File: config.mk
export PLATFORM = sky130hd
export DESIGN_NAME = icache_direct_mapped
export DESIGN_NICKNAME = d
export VERILOG_FILES = /design/src/rtl/icache_direct_mapped.sv
export SDC_FILE = /design/constraint.sdc
export NUM_CORES = 1
export LEC_CHECK = 0
export CAP_MARGIN = 5
export CELL_PAD_IN_SITES_DETAIL_PLACEMENT = 1
export CELL_PAD_IN_SITES_GLOBAL_PLACEMENT = 2
export CORE_MARGIN = 3
export CORE_UTILIZATION = 44
export CTS_CLUSTER_DIAMETER = 200
export CTS_CLUSTER_SIZE = 10
export DETAILED_ROUTE_END_ITERATION = 7
export PLACE_DENSITY_LB_ADDON = 0.1
export SYNTH_ARGS = -nofsm -noshare
export SYNTH_HDL_FRONTEND = slang
export SYNTH_SLANG_ARGS = --single-unit
export TNS_END_PERCENT = 5
File: constraint.sdc
create_clock -name clk -period 5.9 [get_ports clk]
set_clock_uncertainty 0.1 [all_clocks]
set_input_delay 0.59 -clock clk [delete_from_list [all_inputs] [get_ports clk]]
set_output_delay 0.59 -clock clk [all_outputs]
set_load 0.05 [all_outputs]
File: src/rtl/icache_direct_mapped.sv
`default_nettype none
// ============================================================================
// Module  : icache_direct_mapped
// Brief   : Direct-mapped, one-word-per-line read-only instruction cache with
//           full-address tags and a single outstanding refill.
// Revision: 1.0 - initial release
// ============================================================================
module icache_direct_mapped #(
    parameter int INDEX_BITS = 4
) (
    input  logic        clk,
    input  logic        reset,
    input  logic [31:0] ifetch,
    input  logic [31:0] instraddress,
    input  logic        iready,
    output logic [31:0] instruction,
    output logic        hit,
    output logic        miss,
    output logic [31:0] fetchaddr
);

    localparam int c_LINES = 1 << INDEX_BITS;

    typedef enum logic [0:0] {
        LOOKUP   = 1'b0,
        WAIT_MEM = 1'b1
    } state_t;

    state_t                  r_state;
    logic                    r_valid [c_LINES];
    logic [31:0]             r_tag   [c_LINES];
    logic [31:0]             r_data  [c_LINES];

    logic [INDEX_BITS-1:0]   w_index;
    logic [INDEX_BITS-1:0]   w_fill_index;
    logic                    w_hit;
    logic                    w_refill;

    assign w_index      = instraddress[INDEX_BITS+1:2];
    assign w_fill_index = fetchaddr[INDEX_BITS+1:2];
    // Tag holds the full address so even byte-offset bits must match.
    assign w_hit        = r_valid[w_index] && (r_tag[w_index] == instraddress);
    assign w_refill     = reset && (r_state == WAIT_MEM) && iready;

    always_ff @(posedge clk) begin
        if (!reset) begin
            r_state     <= LOOKUP;
            hit         <= 1'b0;
            miss        <= 1'b0;
            instruction <= 32'h0;
            fetchaddr   <= 32'h0;
            for (int i = 0; i < c_LINES; i++) begin
                r_valid[i] <= 1'b0;
            end
        end else begin
            case (r_state)
                LOOKUP: begin
                    if (w_hit) begin
                        hit         <= 1'b1;
                        miss        <= 1'b0;
                        instruction <= r_data[w_index];
                    end else begin
                        hit       <= 1'b0;
                        miss      <= 1'b1;
                        fetchaddr <= instraddress;
                        r_state   <= WAIT_MEM;
                    end
                end
                WAIT_MEM: begin
                    if (iready) begin
                        r_valid[w_fill_index] <= 1'b1;
                        instruction           <= ifetch;
                        hit                   <= 1'b0;
                        miss                  <= 1'b0;
                        r_state               <= LOOKUP;
                    end
                end
                default: r_state <= LOOKUP;
            endcase
        end
    end

    // Payload arrays are not reset; the valid bits alone qualify them.
    always_ff @(posedge clk) begin
        if (w_refill) begin
            r_tag[w_fill_index]  <= fetchaddr;
            r_data[w_fill_index] <= ifetch;
        end
    end

endmodule
`default_nettype wire

## Word level (Yosys, flattened, before mapping)

Memories as Yosys holds them, arrays and structs flattened.
Index checks and enable logic that the tools add are counted.

- Register bits after elaboration: 67
- Input bits: 67
- Word-level logic and storage cells: 39
- Output and inout port bits: 66
- Memories: 3
- Bits in writable memories: 1040

- Bitwise gates (word level): 2
- Multiplexer cells: 20
- Eq/ne operators: 3
- Reduce and logical (&&, ||, !) cells: 6

Memory list:

| memory | words | bits a word | rd ports | clocked after memory_dff | write ports | line | RTL |
|---|---|---|---|---|---|---|---|
| r_data | 16 | 32 | 1 | 0 | 1 | 32 | `logic [31:0] r_data [c_LINES];` |
| r_tag | 16 | 32 | 1 | 0 | 1 | 31 | `logic [31:0] r_tag [c_LINES];` |
| r_valid | 16 | 1 | 1 | 0 | 16 | 30 | `logic r_valid [c_LINES];` |

Operators by type and width:

| cell | count |
|---|---|
| $mux W32 | 2 |
| $pmux W32 S2 | 1 |
| $eq A32 B32 Y1 | 1 |
| $mux W1 | 13 |
| $pmux W1 S2 | 3 |
| $mux W4 | 1 |
| $ne A2 B2 Y1 const B | 2 |
| $reduce_and A2 Y1 | 2 |
| $logic_and A1 B1 Y1 | 3 |
| $not A1 Y1 | 2 |
| $reduce_or A1 Y1 | 1 |

## Logic depth before layout (Yosys ltp)

- Word-level depth: 6
- Gate-level depth with buffers: 17
- Depth with buffers taken out: 9

## Worst setup path before layout

No wires, ideal clock.

- Path kind: input to register
- Start point: input iready
- End point: memory r_data[0][0] (enable)
- Data required time: 5.233 ns
- Path buffers: 1
- Stages: 5
- Slack: -0.528 ns
- Arrival: 5.761 ns
- Setup time: 0.567 ns
- Cell sequence: and2_1 clkbuf_1 nand2_1 or3_1 nor3_1

- Cells in the longest elaborated chain, start to end: 3

Ends and longest elaborated chain:

| element | line | RTL |
|---|---|---|
| start: declaration | 15 | `input logic iready,` |
| $logic_and A1 B1 Y1 | 43 | `assign w_refill = reset && (r_state == WAIT_MEM) && iready;` |
| $mux W1 | 85 | `if (w_refill) begin` |
| $mux W1 (implied by the code) | 87 | `r_data[w_fill_index] <= ifetch;` |
| end: declaration | 32 |  |

No other way between the ends.

## Worst setup path in the final report

- Start point: input instraddress[3]
- End point: register fetchaddr[13]

- Cells in the longest elaborated chain, start to end: 5
- Elaborated cells between the ends (all ways): 6
- Those cells by class: eq/ne: 1; bitwise: 1; reduce/logical: 2; memory: 2

Ends and longest elaborated chain:

| element | line | RTL |
|---|---|---|
| start: declaration | 14 | `input logic [31:0] instraddress,` |
| $mem_v2 Z16 W32 | -- |  |
| $eq A32 B32 Y1 | 42 | `assign w_hit = r_valid[w_index] && (r_tag[w_index] == instraddress);` |
| $logic_and A1 B1 Y1 (*) | 42 |  |
| $not A1 Y1 (no source line) (*) | -- |  |
| $reduce_and A2 Y1 (no source line) (*) | -- |  |
| end signal: assignment | 65 | `fetchaddr <= instraddress;` |
| end: declaration | 19 | `output logic [31:0] fetchaddr` |

Mark *: on every way between the ends. The rest lies on a longest branch, timed or not.
A chain may end at the register's enable or synchronous reset.

==> impl_results.md <==
- DR DRC count: 0
- Number of buffers on the longest clock path: 3
- Effective utilization at floorplan: 44.5%
- Number of iterations in the first detailed-routing pass: 6
- Share of cells above drive strength 1: 21.8%
- Kind of critical path: in2reg
- Final Total Pwr: 16500 uW
- Final Cycle Share: 78.0%
- Type of element capturing the critical path: register
- Data arrival time of the critical path: 5060 ps
- Total of flip-flops plus latches after synthesis: 1107
- Actual transition at the worst max-transition pin: 1130 ps
- Synthesis Warnings: 0
- Largest driver fanout on the critical path: 49
- Clock transition at the registers of the reported paths: 50 ps
- Startpoint types: primary input
- Final estimated routing congestion in global placement: 0.794
- Worst reg-to-reg setup slack: 1780 ps
- Count of flip-flops with a built-in enable after synthesis: 1024
- Post-synthesis to final-layout area growth: 15.3%
- Worst hold-check slack: 353 ps
- Initial antenna violation count: 1
- Gate count of the mapped netlist: 2101
- Vias/cell: 5.86
- Largest cells by area after synthesis: sky130_fd_sc_hd__edfxtp_1 (71%), sky130_fd_sc_hd__mux4_2 (13%), sky130_fd_sc_hd__dfxtp_1 (3.8%)
- Setup violation total in the final timing report: 0
- Number of nets in the layout: 2386
- Fmax: 217 MHz
- Synthesized area per cell: 20.6 um2
- I/O Pins: 133
- Required @ worst endpoint: 6350 ps
- Total Routed Length: 114000 um
- Run status: finished clean
- Synthesized net count: 2168
- Hold endpoint: r_valid[10]
- Number of buffers inserted during clock tree synthesis: 120
- Number of pins exceeding their max-slew limit in the final report: 0
- Number of clock sinks: 1107
- Height of the chip: 319 um
- First-pass GRT wire length: 167000 um
- Proportion of netlist area held by the largest area contributor: 71.2%
- Area of the die: 0.102 mm2
- List of most frequent post-synthesis cells: sky130_fd_sc_hd__edfxtp_1 (1024), sky130_fd_sc_hd__mux4_2 (255), sky130_fd_sc_hd__nand2_1 (121), sky130_fd_sc_hd__mux2i_1 (109), sky130_fd_sc_hd__dfxtp_1 (83)
- Grt ovf: 0
- Number of nets with antenna violations after detailed routing: 0
- Standard-cell rows: 114
- Clock tree from TritonCTS: yes
- Summed instance area of the synthesized netlist: 0.0432 mm2
- RSZ-0062 raised after global routing: no
- Core Area: 0.0970 mm2
- Die width: 319 um
- Origin of the critical flop-to-flop path: r_tag[15][23]
- Initial drt markers: 2015
- Root Buffer Master: sky130_fd_sc_hd__clkbuf_16
- Post-CTS Hold Buffers: 0
- Hold_sp: r_valid[10]
- Cell depth of the worst flop-to-flop path: 10
- Time the final worst path needs with I/O delays and setup: 4600 ps
- MaxCap Viol Count: 0
- Peak supply drop: 0.229 mV
- Part of the Yosys area used for sequential elements: 75.0%
- Path class of the lowest-slack min-delay path: reg2reg
- Number of gates resized after cts: 0
- Cell type with the largest total area after synthesis: sky130_fd_sc_hd__edfxtp_1
- Destination of the worst register-to-register timing path: instruction[3]
- Post-CTS Setup Bufs: 0
- Hold path cells: 1
- Largest net degree at the start of global routing: 85
- Combined global-route utilization of all metal layers: 22.5%
- Number of H-tree levels: 3
- Clock Latency Late Sink: 680 ps
- # port buffers: 132
- Total via count after detailed routing: 21700
- Number of distinct standard cells referenced by the synthesized netlist: 76
- Number of hold violations in the final report: 0
- Most used flip-flop cell after synthesis: sky130_fd_sc_hd__edfxtp_1
- Relative slew margins: 24.4%
- Standby leakage power: 0.0160 uW
- Via count of the first global-routing pass: 23500
- Ratio of total power to cell area: 331 mW/mm2
- DP Wirelength: 63600 um
- Share of synthesized flip-flops with an asynchronous set or reset: 0%
- Cell with the most instances after synthesis: sky130_fd_sc_hd__edfxtp_1
- Drt wl/cell: 30.8 um
==> worst max-delay path: stages <==
cell and delay [ps]:
sky130_fd_sc_hd__buf_8 400, sky130_fd_sc_hd__buf_4 400, sky130_fd_sc_hd__buf_4 270, sky130_fd_sc_hd__mux4_2 520
sky130_fd_sc_hd__mux2i_1 390, sky130_fd_sc_hd__o32ai_1 140, sky130_fd_sc_hd__a311oi_1 450, sky130_fd_sc_hd__nand4_1 180
sky130_fd_sc_hd__nor4_2 350, sky130_fd_sc_hd__and2_1 260, sky130_fd_sc_hd__a41oi_4 430, sky130_fd_sc_hd__buf_4 410
sky130_fd_sc_hd__mux2i_1 150
==> per-layer routing <==
| metal | up-vias | global-route usage (%) | share of wire (%) |
|---|---|---|---|
| met2 | 553 | 38.3 | 51 |
| met5 | - | 0 | 0.011 |
| met3 | 122 | 3.38 | 4.4 |
| met1 | 11900 | 31.2 | 43 |
| li1 | 9109 | - | - |
| met4 | 2 | 4.60 | 1.4 |
==> per-stage QoR <==
step | setup WS (ps) | cells | instance area, um2 | TNS (ps) | util, %
global placement | 724 | 3473 | 46300 | 0 | 47.8
finish | 1300 | 3701 | 49800 | 0 | 51.4
global route | 1130 | 3700 | 49800 | 0 | 51.4
detailed placement | 625 | 3473 | 46300 | 0 | 47.8
CTS | 1350 | 3700 | 49800 | 0 | 51.4
floorplan | -400 | 2101 | 43200 | -76870 | -
==> worst max-delay path by stage <==
stage / end / startpoint
5_1_grt: instruction[8] / instraddress[3]
6_report: fetchaddr[13] / instraddress[3]
4_1_cts: fetchaddr[13] / instraddress[3]
2_1_floorplan: r_data[2][0] / iready
3_5_place_dp: instruction[6] / instraddress[3]
3_3_place_gp: instruction[9] / instraddress[3]
==> report_power, final <==
| group | switching (uW) | leakage (uW) | internal (uW) | total (uW) |
|---|---|---|---|---|
| clock network | 2910 | 0.00165 | 3890 | 6800 |
| registers | 78.8 | 0.00983 | 8650 | 8730 |
| logic | 591 | 0.00452 | 376 | 967 |
| total | 3580 | 0.0160 | 12900 | 16500 |
==> kinds of logic (layout without fill, tap and decap cells) <==
| kind of cell | after synthesis | after routing | share of synthesized area (%) |
|---|---|---|---|
| other cells | 0 | 1 | 0 |
| xor+xnor | 40 | 40 | 0.811 |
| buf+inv | 130 | 453 | 1.66 |
| flops | 1107 | 1107 | 75.0 |
| mux | 382 | 382 | 16.3 |
| simple gates | 296 | 296 | 3.58 |
| compound gates | 146 | 146 | 2.62 |
==> flip-flops by register name (all words and copies together), names as in the netlist <==
register     flops
fetchaddr       32
miss             1
r_tag          512
r_valid         16
hit              1
r_data         512
r_state          1
instruction     32
==> layout by cell type, fill, tap and decap left out, types with 12 or more instances in the layout <==
cell type,instances
sky130_fd_sc_hd__edfxtp_1,1024
sky130_fd_sc_hd__mux4_2,255
sky130_fd_sc_hd__clkdlybuf4s50_1,127
sky130_fd_sc_hd__clkbuf_16,123
sky130_fd_sc_hd__nand2_1,121
sky130_fd_sc_hd__mux2i_1,109
sky130_fd_sc_hd__clkbuf_1,101
sky130_fd_sc_hd__dfxtp_1,83
sky130_fd_sc_hd__buf_4,70
sky130_fd_sc_hd__nand3_1,34
sky130_fd_sc_hd__a31oi_1,30
sky130_fd_sc_hd__xnor2_1,27
sky130_fd_sc_hd__nor2_1,25
sky130_fd_sc_hd__nand2b_1,24
sky130_fd_sc_hd__a21o_1,18
sky130_fd_sc_hd__mux2_2,17
sky130_fd_sc_hd__nand2b_4,15
sky130_fd_sc_hd__xor2_1,13
sky130_fd_sc_hd__nor2_4,12
==> layout make-up <==
type	count	area [um2]
fillers	8627	47200
flip-flops and latches	1107	32400
multi-input cells	864	10200
clock buffers	224	3460
repair buffers	212	2060
well taps	1276	1600
inverters	14	55.1
clock inverters	3	37.5
diodes	1	2.50
Power figures use the tool's default switching activity.
